## src/rtl/uart_pkg.sv

```systemverilog
// rtl/uart_pkg.sv - Shared UART receive/transmit types, line levels and baud timing helpers.
package uart_pkg;

  typedef enum logic [2:0] {
    IDLE,
    START,
    DATA,
    PARITY,
    STOP
  } uartState_t;

  localparam int   UART_DATA_BITS = 8;
  localparam logic IDLE_LEVEL     = 1'b1;
  localparam logic START_LEVEL    = 1'b0;
  localparam logic STOP_LEVEL     = 1'b1;

  function automatic int symbolEdgeTime(input int clockFreq, input int baudRate);
    return clockFreq / baudRate;
  endfunction

  function automatic int counterWidth(input int edgeTime);
    return $clog2(edgeTime + 1);
  endfunction

endpackage

```

## src/rtl/uart_bit_timer.sv

```systemverilog
// rtl/uart_bit_timer.sv - Bit-period counter giving mid-bit and bit-edge ticks.
module uart_bit_timer #(
  parameter int SymbolEdgeTime = 868
) (
  input  logic clock,
  input  logic reset,
  input  logic clear,
  output logic mid_tick,
  output logic edge_tick
);
  import uart_pkg::*;

  localparam int CountWidth = counterWidth(SymbolEdgeTime);
  localparam logic [CountWidth-1:0] EdgeCount   = CountWidth'(SymbolEdgeTime);
  localparam logic [CountWidth-1:0] SampleCount = CountWidth'(SymbolEdgeTime / 2);

  logic [CountWidth-1:0] count;

  assign mid_tick  = (count == SampleCount);
  assign edge_tick = (count == EdgeCount);

  // The clearing edge counts as cycle one, so edge_tick recurs every SymbolEdgeTime cycles
  // and the count never runs past its terminal value.
  always_ff @(posedge clock) begin
    if (reset) begin
      count <= '0;
    end else if (clear || edge_tick) begin
      count <= CountWidth'(1);
    end else begin
      count <= count + 1'b1;
    end
  end

endmodule

```

## src/rtl/uart_receiver.sv

```systemverilog
// rtl/uart_receiver.sv - UART receive half: 8N1 deserializer with a valid/ready byte port.
// Defining UART_RX_PARITY_EN adds an even parity bit and the ParityError port.
module uart_receiver #(
  parameter int ClockFreq = 100_000_000,
  parameter int BaudRate  = 115_200
) (
  input  logic       Clock,
  input  logic       Reset,
  input  logic       SIn,
  output logic [7:0] DataOut,
  output logic       DataOutValid,
  input  logic       DataOutReady,
  output logic       FramingError,
  output logic       Overrun
`ifdef UART_RX_PARITY_EN
  ,
  output logic       ParityError
`endif
);
  import uart_pkg::*;

  localparam int SymbolEdgeTime = symbolEdgeTime(ClockFreq, BaudRate);

  uartState_t state, nextState;
  logic syncMeta, lineSync;
  logic [UART_DATA_BITS-1:0] shiftReg;
  logic [2:0] bitIdx;
  logic timerClear, midTick, edgeTick;
  logic dataSample, stopSample, frameGood, holdingByte;
`ifdef UART_RX_PARITY_EN
  logic paritySample, parityBad;
`endif

  always_ff @(posedge Clock) begin
    if (Reset) begin
      syncMeta <= IDLE_LEVEL;
      lineSync <= IDLE_LEVEL;
    end else begin
      syncMeta <= SIn;
      lineSync <= syncMeta;
    end
  end

  uart_bit_timer #(
    .SymbolEdgeTime(SymbolEdgeTime)
  ) bitTimer (
    .clock    (Clock),
    .reset    (Reset),
    .clear    (timerClear),
    .mid_tick (midTick),
    .edge_tick(edgeTick)
  );

  always_ff @(posedge Clock) begin
    if (Reset) state <= IDLE;
    else       state <= nextState;
  end

  always_comb begin
    nextState  = state;
    timerClear = 1'b0;
    dataSample = 1'b0;
    stopSample = 1'b0;
`ifdef UART_RX_PARITY_EN
    paritySample = 1'b0;
`endif
    case (state)
      IDLE: begin
        if (lineSync == START_LEVEL) begin
          timerClear = 1'b1;
          nextState  = START;
        end
      end
      START: begin
        if (midTick) begin
          if (lineSync == START_LEVEL) begin
            timerClear = 1'b1;
            nextState  = DATA;
          end else begin
            nextState = IDLE;
          end
        end
      end
      DATA: begin
        if (edgeTick) begin
          dataSample = 1'b1;
          if (bitIdx == 3'(UART_DATA_BITS - 1)) begin
`ifdef UART_RX_PARITY_EN
            nextState = PARITY;
`else
            nextState = STOP;
`endif
          end
        end
      end
`ifdef UART_RX_PARITY_EN
      PARITY: begin
        if (edgeTick) begin
          paritySample = 1'b1;
          nextState    = STOP;
        end
      end
`endif
      STOP: begin
        // Leaving mid-stop-bit gives half a bit of slack to catch a back-to-back start edge.
        if (edgeTick) begin
          stopSample = 1'b1;
          nextState  = IDLE;
        end
      end
      default: nextState = IDLE;
    endcase
  end

  always_ff @(posedge Clock) begin
    if (Reset) begin
      shiftReg <= '0;
      bitIdx   <= '0;
`ifdef UART_RX_PARITY_EN
      parityBad <= 1'b0;
`endif
    end else begin
      if (state != DATA)   bitIdx <= '0;
      else if (dataSample) bitIdx <= bitIdx + 1'b1;
      if (dataSample) shiftReg <= {lineSync, shiftReg[UART_DATA_BITS-1:1]};
`ifdef UART_RX_PARITY_EN
      if (paritySample) parityBad <= (^shiftReg) ^ lineSync;
`endif
    end
  end

`ifdef UART_RX_PARITY_EN
  assign frameGood = stopSample && (lineSync == STOP_LEVEL) && !parityBad;
`else
  assign frameGood = stopSample && (lineSync == STOP_LEVEL);
`endif

  // A byte accepted on this edge frees the holding slot for a byte landing on the same edge.
  assign holdingByte = DataOutValid && !DataOutReady;

  always_ff @(posedge Clock) begin
    if (Reset) begin
      DataOut      <= '0;
      DataOutValid <= 1'b0;
      FramingError <= 1'b0;
      Overrun      <= 1'b0;
`ifdef UART_RX_PARITY_EN
      ParityError  <= 1'b0;
`endif
    end else begin
      FramingError <= stopSample && (lineSync != STOP_LEVEL);
      Overrun      <= frameGood && holdingByte;
`ifdef UART_RX_PARITY_EN
      ParityError  <= stopSample && (lineSync == STOP_LEVEL) && parityBad;
`endif
      if (DataOutValid && DataOutReady) DataOutValid <= 1'b0;
      if (frameGood && !holdingByte) begin
        DataOut      <= shiftReg;
        DataOutValid <= 1'b1;
      end
    end
  end

endmodule
```

## config.mk

```make
export PLATFORM = sky130hd
export DESIGN_NAME = uart_receiver
export DESIGN_NICKNAME = d
export VERILOG_FILES = /design/src/rtl/uart_pkg.sv /design/src/rtl/uart_bit_timer.sv /design/src/rtl/uart_receiver.sv
export SDC_FILE = /design/constraint.sdc
export NUM_CORES = 1
export LEC_CHECK = 0
export ABC_AREA = 1
export BUFFER_PORTS_ARGS = -buffer_cell sky130_fd_sc_hd__buf_4
export CAP_MARGIN = 40
export CORE_UTILIZATION = 41
export CTS_BUF_LIST = sky130_fd_sc_hd__clkbuf_8
export DETAILED_ROUTE_END_ITERATION = 8
export PLACE_DENSITY = 0.58
export SLEW_MARGIN = 20
export SYNTH_ARGS = -nofsm -noshare
export SYNTH_HDL_FRONTEND = slang
export SYNTH_SLANG_ARGS = --single-unit
```

## constraint.sdc

```tcl
create_clock -name Clock -period 1.95 [get_ports Clock]
set_input_delay 0.39 -clock Clock [delete_from_list [all_inputs] [get_ports Clock]]
set_output_delay 0.39 -clock Clock [all_outputs]
set_load 0.02 [all_outputs]
```

==> key figures <==
Layout
  – Commonest cells after routing, fill and taps aside: nor2_1 (49), dfxtp_1 (37), inv_1 (35), nand2_1 (35), buf_4 (16)
  – Area growth syn-to-layout: 13.7%
  – Post-route cell area: 0.00186 mm²
  – Final core occ: 49.8%
  – Nets: 250
  – Finished Layout Cells: 290
  – Layout cells sized above 1: 12.0%
  – ANT cells: 0
  – Most common cell after layout, fill and taps aside: nor2_1

Floorplan
  – Effective utilization at floorplan: 43.8%
  – Site row count: 22
  – Core region area: 0.00374 mm²
  – IO Pins: 15
  – Die W: 65.2 µm
  – Die Y: 65.2 µm
  – Die ar.: 0.00425 mm²

Synth
  – Area contributors post-synth: dfxtp_1 (45%), nor2_1 (11%), nand2_1 (8.0%)
  – Area share of the largest cell type after synthesis: 45.2%
  – Syn_area_per_cell: 7.35 µm²
  – Post-synth net total: 232
  – Mapped Cells: 223
  – FF+latch count, synth: 37
  – Seq/Total Area, Yosys: 45.2%
  – Yosys cell types: 22
  – Yosys warnings: 0
  – Leading area contributor after synthesis: dfxtp_1
  – Synthesized cell area: 0.00164 mm²

Timing
  – Normalized max-slew margin: 73.9%
  – Worst hold margin: 292 ps
  – Minimum clock period: 1640 ps
  – Tcrit/Tclk final: 84.1%
  – Max Clk Rate: 0.610 GHz
  – Tightest Pin Transition: 391 ps
  – Final setup margin: 311 ps
  – # setup viols final: 0
  – RSZ-0062 raised after global routing: false
  – Slew Viols, Final: 0
  – Final Hold Fails: 0
  – Clk_skew: 7.87 ps
  – Setup TNS: 0 ps

Detailed routing
  – DRC: 0
  – Length of the first detailed-routing pass in iterations: 4
  – Avg WL per Cell: 10.0 µm
  – Via density: 4.63
  – Vias post-DR: 1344
  – Initial DRC Count: 76
  – Routed Antenna Nets: 0
  – Routed WL: 2900 µm

Clock network
  – Root Driver: clkbuf_8
  – Depth of the CTS H-tree: 2
  – Max Root-Sink Buffers: 2
  – Post_cts resized: 0
  – CTS Hold Bufs: 0
  – Post-CTS setup buffers: 0
  – Clock Sinks: 37
  – CTS buffer count: 5
  – CTS clk-pin slew, worst paths: 70 ps
  – CTS tree: built
  – Worst skew pair latency: 290 ps

Placed design
  – Worst slack at placement: 273 ps
  – GP Congestion: 0.858
  – Half-perimeter wire length after placement: 2140 µm
  – DP Area: 0.00178 mm²
  – Dpl cells: 282
  – I/O Buffers: 14

Power
  – Clock power frac: 37.7%
  – Net Sw Power: 293 µW
  – PnR Total Power: 1.32 mW
  – Peak supply drop: 0.000462 V
  – Seq pwr share: 58.6%
  – Leak pwr: 0.857 nW
  – Internal Power: 1.03 mW
  – Power Density: 707 mW/mm²
  – Gate power share: 3.7%
  – Switch share: 22.2%

Status
  – Status: finished clean

Setup path
  – CP arrival: 1850 ps
  – Nature of the critical path startpoint: flop
  – Worst setup EP type: flop
  – Crit path kind: flop to flop
  – Critical Path RT: 2160 ps
  – Worst-path maximum fanout: 9

GRT
  – Global-route usage over all layers: 16.9%
  – Antenna violations before repair: 0
  – Largest net degree at the start of global routing: 20
  – Vias in the first global route: 1249
  – Gr ovfl total: 0
  – First-pass GRT wire length: 5470 µm

Job
  – Max Cap Viol: 0

Worst hold path
  – Hold Crit Class: primary input to flop
==> power by group through the flow <==
stage / combinational (mW) / clock [mW] / sequential [mW]
floorplan: 0.0357 / 0 / 0.788
CTS: 0.0494 / 0.515 / 0.772
global placement: 0.0489 / 0 / 0.789
global route: 0.0563 / 0.556 / 0.773
detailed placement: 0.0490 / 0 / 0.789
finish: 0.0487 / 0.498 / 0.772
==> synth_stat cells <==
library cell and count:
clkbuf_1 2, nor2_1 49, nand3_1 12, nand4_4 1
nand3b_1 1, buf_6 1, nor2_2 1, dfxtp_1 37
clkbuf_8 1, buf_2 1, nor3_1 8, nor4_1 1
xor2_1 6, a21oi_1 5, or2_2 3, nand4_1 6
o21ai_0 12, nor2_4 1, nand2_1 35, inv_1 34
ha_1 5, xnor2_1 1
==> flip-flops by register name, summed over array words and instances, names as in the netlist <==
name            flops
Overrun             1
bitIdx              3
FramingError        1
shiftReg            8
DataOutValid        1
lineSync            1
syncMeta            1
bitTimer.count     10
state               3
DataOut             8
==> cell type report <==
type	instances	area, µm²
fillers	397	1880
flip-flops and latches	37	741
multi-input cells	147	733
inverters	34	128
repair buffers	16	120
clock buffers	5	68.8
well taps	48	60.1
clock inverters	3	13.8
==> path summary, 6_finish.rpt <==
path | startpoint | end | slack [ps] | depth (start not counted)
max | bitTimer.count[0] | bitTimer.count[9] | 310 | 7
min | SIn | syncMeta | 290 | 2
max reg2reg | bitTimer.count[0] | bitTimer.count[9] | 310 | 7
min reg2reg | syncMeta | lineSync | 410 | 1
==> cells by family after synthesis <==
family | count (synthesis) | share of synthesized area, %
flops | 37 | 45.2
xor+xnor | 7 | 3.74
simple gates | 118 | 32.0
buf+inv | 39 | 10.1
fa+ha+maj | 5 | 3.82
compound gates | 17 | 5.19
==> worst max-delay path, stage by stage, from the launching register on <==
cell and delay, ps:
dfxtp_1 370, inv_1 80, ha_1 190, nand2_1 60
nor2_1 50, nand3_1 220, nand4_1 380, a21oi_1 230
==> per-layer routing <==
metal / track usage, % / vias up / wire length [µm]
li1: - / 729 / -
met1: 23.3 / 586 / 1520
met2: 24.0 / 24 / 1220
met3: 5.21 / 5 / 117
met4: 7.34 / 0 / 34
met5: 0 / - / 0
(Power assumes the default switching activity.)
